==> src/rtl/timer_pkg.sv <==
// timer_pkg -- shared constants for the timer_counter peripheral.
//
// Holds the FSM state encoding, the word offsets of the three registers,
// the bit positions inside CTRL and the MODE field values. Everything here
// is plain localparams so the encodings stay visible in waveforms and easy
// to bind checkers against.
package timer_pkg;

    // FSM state encoding (also driven out on dbg_state).
    typedef logic [1:0] state_t;
    localparam state_t ST_IDLE = 2'd0;
    localparam state_t ST_LOAD = 2'd1;
    localparam state_t ST_CNT  = 2'd2;
    localparam state_t ST_INT  = 2'd3;

    // Word offsets, taken from bus address [3:2].
    localparam logic [1:0] OFF_CTRL   = 2'd0;
    localparam logic [1:0] OFF_PRESET = 2'd1;
    localparam logic [1:0] OFF_COUNT  = 2'd2;

    // CTRL bit positions.
    localparam int CTRL_EN      = 0;
    localparam int CTRL_MODE_LO = 1;
    localparam int CTRL_MODE_HI = 2;
    localparam int CTRL_IM      = 3;

    // MODE field values; 2 and 3 fall back to one-shot behaviour.
    localparam logic [1:0] MODE_ONESHOT = 2'd0;
    localparam logic [1:0] MODE_RELOAD  = 2'd1;

    // CTRL as seen by software: only the low four bits exist.
    typedef struct packed {
        logic       im;
        logic [1:0] mode;
        logic       en;
    } ctrl_t;

endpackage

==> src/rtl/timer_counter.sv <==
// timer_counter -- memory-mapped down-counting timer with interrupt request.
//
// Three 32-bit word registers: CTRL (offset 0), PRESET (offset 1) and
// COUNT (offset 2, read-only). Offset 3 reads as zero and ignores writes.
// COUNT is loaded from PRESET and counts down to zero; on expiry an
// interrupt is raised once (MODE 0) or periodically (MODE 1).
//
// Bus protocol: there is no handshake. The bridge asserts `we` for exactly
// the cycles in which this device is selected for a write; the write takes
// effect on that rising edge. Reads are combinational from `addr` and show
// the register contents captured on the most recent edge.
//
// Ports:
//   clk        in   1   system clock, all state changes on the rising edge
//   reset      in   1   synchronous reset, active low
//   addr       in   2   word offset (bus address [3:2])
//   we         in   1   write strobe
//   din        in  32   write data
//   dout       out 32   read data, combinational from addr
//   irq        out  1   level interrupt request to CP0, registered
//   dbg_state  out  2   current FSM state (ST_* encoding), for debug/checkers
module timer_counter
    import timer_pkg::*;
(
    input  logic        clk,
    input  logic        reset,
    input  logic [1:0]  addr,
    input  logic        we,
    input  logic [31:0] din,
    output logic [31:0] dout,
    output logic        irq,
    output logic [1:0]  dbg_state
);

    state_t      state, state_nxt;
    ctrl_t       ctrl, ctrl_nxt;
    logic [31:0] preset;
    logic [31:0] count, count_nxt;
    logic        irq_pend, irq_pend_nxt;

    logic        ctrl_wr;
    logic        preset_wr;

    assign ctrl_wr   = we && (addr == OFF_CTRL);
    assign preset_wr = we && (addr == OFF_PRESET);

    assign dbg_state = state;

    // Next-state logic: FSM first, then a software CTRL write overrides
    // both CTRL and irq_pend. That ordering is what makes a CTRL write in
    // the same cycle as the INT-state EN clear win for CTRL.
    always_comb begin
        state_nxt    = state;
        ctrl_nxt     = ctrl;
        count_nxt    = count;
        irq_pend_nxt = irq_pend;

        case (state)
            ST_IDLE: begin
                if (ctrl.en) begin
                    state_nxt = ST_LOAD;
                end
            end
            ST_LOAD: begin
                count_nxt = preset;
                state_nxt = ST_CNT;
            end
            ST_CNT: begin
                if (!ctrl.en) begin
                    // COUNT holds so software can read where it stopped.
                    state_nxt = ST_IDLE;
                end else if (count > 32'd1) begin
                    count_nxt = count - 32'd1;
                end else begin
                    // Catching both 1 and 0 here means a PRESET of 0
                    // expires like 1 instead of wrapping.
                    count_nxt    = 32'd0;
                    irq_pend_nxt = 1'b1;
                    state_nxt    = ST_INT;
                end
            end
            ST_INT: begin
                if (ctrl.mode == MODE_RELOAD) begin
                    irq_pend_nxt = 1'b0;
                    state_nxt    = ST_LOAD;
                end else begin
                    // One-shot: irq_pend stays set until software writes CTRL.
                    ctrl_nxt.en = 1'b0;
                    state_nxt   = ST_IDLE;
                end
            end
            default: begin
                state_nxt = ST_IDLE;
            end
        endcase

        if (ctrl_wr) begin
            ctrl_nxt     = din[3:0];
            irq_pend_nxt = 1'b0;
        end
    end

    always_ff @(posedge clk) begin
        if (!reset) begin
            state    <= ST_IDLE;
            ctrl     <= '0;
            preset   <= 32'd0;
            count    <= 32'd0;
            irq_pend <= 1'b0;
            irq      <= 1'b0;
        end else begin
            state    <= state_nxt;
            ctrl     <= ctrl_nxt;
            count    <= count_nxt;
            irq_pend <= irq_pend_nxt;
            if (preset_wr) begin
                preset <= din;
            end
            // A CTRL write in the cycle irq_pend is set acknowledges the
            // interrupt before the output register can pass it on, so the
            // pulse for that expiry never appears on irq.
            irq <= irq_pend && ctrl.im && !ctrl_wr;
        end
    end

    always_comb begin
        dout = 32'd0;
        case (addr)
            OFF_CTRL:   dout = {28'd0, ctrl};
            OFF_PRESET: dout = preset;
            OFF_COUNT:  dout = count;
            default:    dout = 32'd0;
        endcase
    end

endmodule

==> config.mk <==
export PLATFORM = sky130hd
export DESIGN_NAME = timer_counter
export DESIGN_NICKNAME = d
export VERILOG_FILES = /design/src/rtl/timer_pkg.sv /design/src/rtl/timer_counter.sv
export SDC_FILE = /design/constraint.sdc
export NUM_CORES = 1
export LEC_CHECK = 0
export ABC_AREA = 1
export CAP_MARGIN = 5
export CORE_MARGIN = 4
export CORE_UTILIZATION = 55
export DETAILED_ROUTE_END_ITERATION = 6
export HOLD_SLACK_MARGIN = 0.15
export PLACE_DENSITY = 0.84
export RECOVER_POWER = 100
export SLEW_MARGIN = 20
export SYNTH_ARGS = -nofsm -noshare
export SYNTH_HDL_FRONTEND = slang
export SYNTH_SLANG_ARGS = --single-unit
==> constraint.sdc <==
create_clock -name clk -period 4.1 [get_ports clk]
set_clock_uncertainty 0.05 [all_clocks]
set_input_delay 0.615 -clock clk [delete_from_list [all_inputs] [get_ports clk]]
set_output_delay 0.615 -clock clk [all_outputs]
set_load 0.02 [all_outputs]
==> metrics.txt <==
dominant combinational cell family by area after synthesis compound AO/OA/AOI/OAI gates; post-synthesis mux area share 0%; Worst Hold End irq$_SDFF_PN0_; setup TNS 0 ps; Clock Tree Buf Depth 2; hold_buf cts 0; Die H 94.5 µm; Starting Density 56.8%; complex-gate fraction of the synthesized area 29.2%; DRT antenna net count 0; CP Data Required Time 3430 ps; commonest cells in the netlist o21ai_0, inv_1, a21oi_1; r2r endpoint count[1]$_SDFFE_PN0P_; core footprint 7250 µm²; Synth cell types 32; Vias 4351; fraction of registers with async set/reset 0%; Worst VDD drop 0.199 mV; reg2reg start dbg_state[0]$_SDFFE_PN0P_; Post-CTS Setup Bufs 0; Synth Area per Inst 6.55 µm²; post-synthesis sequential area ratio 35.0%; port buffer count 71; CTS tree yes; Worst Path Max Fanout 19; first-pass GRT wire length 19.3 mm; global route overflow 0; Area contributors post-synth dfxtp_1, o21ai_0, a21oi_1, inv_1, nand2_1; via/cell ratio 5.52; FF+latch area 1440 µm²; Nets 723; worst-skew pair later-pin latency 360 ps; vias in the first global route 4116; crit end category output pin; Hold Path Depth 2; fin crit period 3620 ps; number of synthesized flops with an enable pin 0; die width 94.5 µm; Pint 1400 µW; row count 31; Setup crit start kind input port; Max-slew headroom 1.59%; post-cts sizing count 0; Warnings, synthesis 0; Post-route DRC 0; Final Cell Area 5020 µm²; M3 GR Usage 6.85%; htree depth 3; GRT Total Usage 27.5%; Clock power frac 28.9%; antenna violations before repair 0; Area Growth Syn to Fin 21.9%; clock sink total 72; Hold Path Class flop to flop; DP Wirelength 8.35 mm; Post-Syn Instances 628; count of pins over their slew limit 0; drt wl/cell 15.2 µm; Ant. Diodes 0; most frequent cell after synthesis o21ai_0; root buf cell clkbuf_8; top_reg_cell synth dfxtp_1; Syn Nets 667; Pre-antenna DRT Iters 5; io pins 72; number of max-cap violations 0; top cell type's share of synthesized area 35.0%; NetSw 876 µW; final setup vio count 0; FF-to-FF setup slack 570 ps; Achievable Freq 276 MHz; initial DRC count 421; final WL 12.0 mm; Post-Syn Area 4120 µm²; critical hold path startpoint irq_pend$_SDFFE_PP0P_; GR Layer Usage met2 46.2%; TritonCTS Buffers 9; layout cells sized above 1 4.93%; Power Density 453 nW/µm²; outcome finished, final reports clean; cells on worst reg2reg path 8; adder-cell area share of the yosys netlist 0.608%; Combinational Power Share 35.5%; Worst-path clk slew 70 ps; Layout fillers 668; GRT busiest layer met2; Reg power frac 35.5%; final cycle utilization of the critical path 88.4%; RePlAce Congestion 0.945; CP Class input port to output pin; Net Sw Frac 38.5%; crit path DAT 2960 ps; met1 usage 34.1%; Post-Synth Simple-Gate Area 19.9%; leakage 0.00219 µW; largest net degree at the start of global routing 67; Final Hold Vio Count 0; RSZ-0062 raised after global routing false; Die Footprint 8930 µm²; multi-input logic area 2100 µm²; fraction of synthesized cell area in xor and xnor cells 2.34%; Placed Area 4830 µm²; Worst Tran Pin Value 1480 ps; Synth area leader dfxtp_1; Seq cells post-synth 72
area by class of cell:
cell class,count,share of cell area [%]
Inverter,102,7.68
Sequential cell,72,28.7
Multi-Input combinational cell,424,41.9
Clock buffer,11,3.02
Clock inverter,5,1.57
Tap cell,99,2.47
Timing Repair Buffer,75,14.6
cells by family after synthesis:
| family | count (synthesis) |
|---|---|
| xor gates and xnor gates | 11 |
| buffers and inverters | 132 |
| adders and majority gates | 2 |
| and+or+nand+nor | 187 |
| AOI/OAI and AO/OA | 224 |
| DFF | 72 |
worst max-delay path by stage:
stage	end	startpoint	slack, ps
global placement	dout[2]	addr[1]	860
floorplan	dout[10]	addr[0]	1900
CTS	dout[2]	addr[1]	790
finish	dout[2]	addr[1]	480
detailed placement	dout[2]	addr[1]	810
global route	dout[2]	addr[1]	380
power groups by stage:
stage                     registers, µW  clock network [µW]  logic (µW)
after global routing                813                 690         899
after CTS                           805                 663         817
after global placement              818                   0         792
after detailed placement            821                   0         806
after floorplan                     809                   0         595
final                               807                 658         808
layer usage:
metal | up-vias | share of wire, %
met5 | - | 0
met4 | 0 | 2.0
met3 | 20 | 7.8
met2 | 176 | 48
met1 | 1978 | 43
li1 | 2177 | -
flip-flops by register name (all words and copies together) (netlist names):
register,flops
count,32
ctrl,4
dbg_state,2
irq,1
irq_pend,1
preset,32
worst max-delay path, stage by stage:
cell and delay [ps]:
dlygate4sd3_1 570, nand2_1 400, clkbuf_2 510, o221ai_1 180
dlygate4sd3_1 680
layout by cell type, fill, tap and decap left out, drive strengths merged, types with 4 or more instances in the layout:
cell type      synthesis  layout
a21oi                 88      88
clkbuf                18      13
clkdlybuf4s50          0      37
dfxtp                 72      72
dlygate4sd3            0      34
inv                  102     102
nand2                 79      79
nand3                 24      24
nand4                  4       4
nor2                  73      73
nor3                   4       4
o21ai                102     102
o221ai                 4       4
o22ai                 28      28
xor2                  11      11
stage by stage:
stage	std cells	hold WS [ps]	setup slack, ps	utilization, %	power, µW
after global placement	772	391	865	66.6	1610
after CTS	788	404	792	69.8	2290
after global routing	788	434	378	69.2	2400
after detailed placement	772	392	806	66.6	1630
final	788	400	477	69.2	2270
after floorplan	628	371	1900	-	1400
No activity file was read; power rests on OpenSTA's default activity.
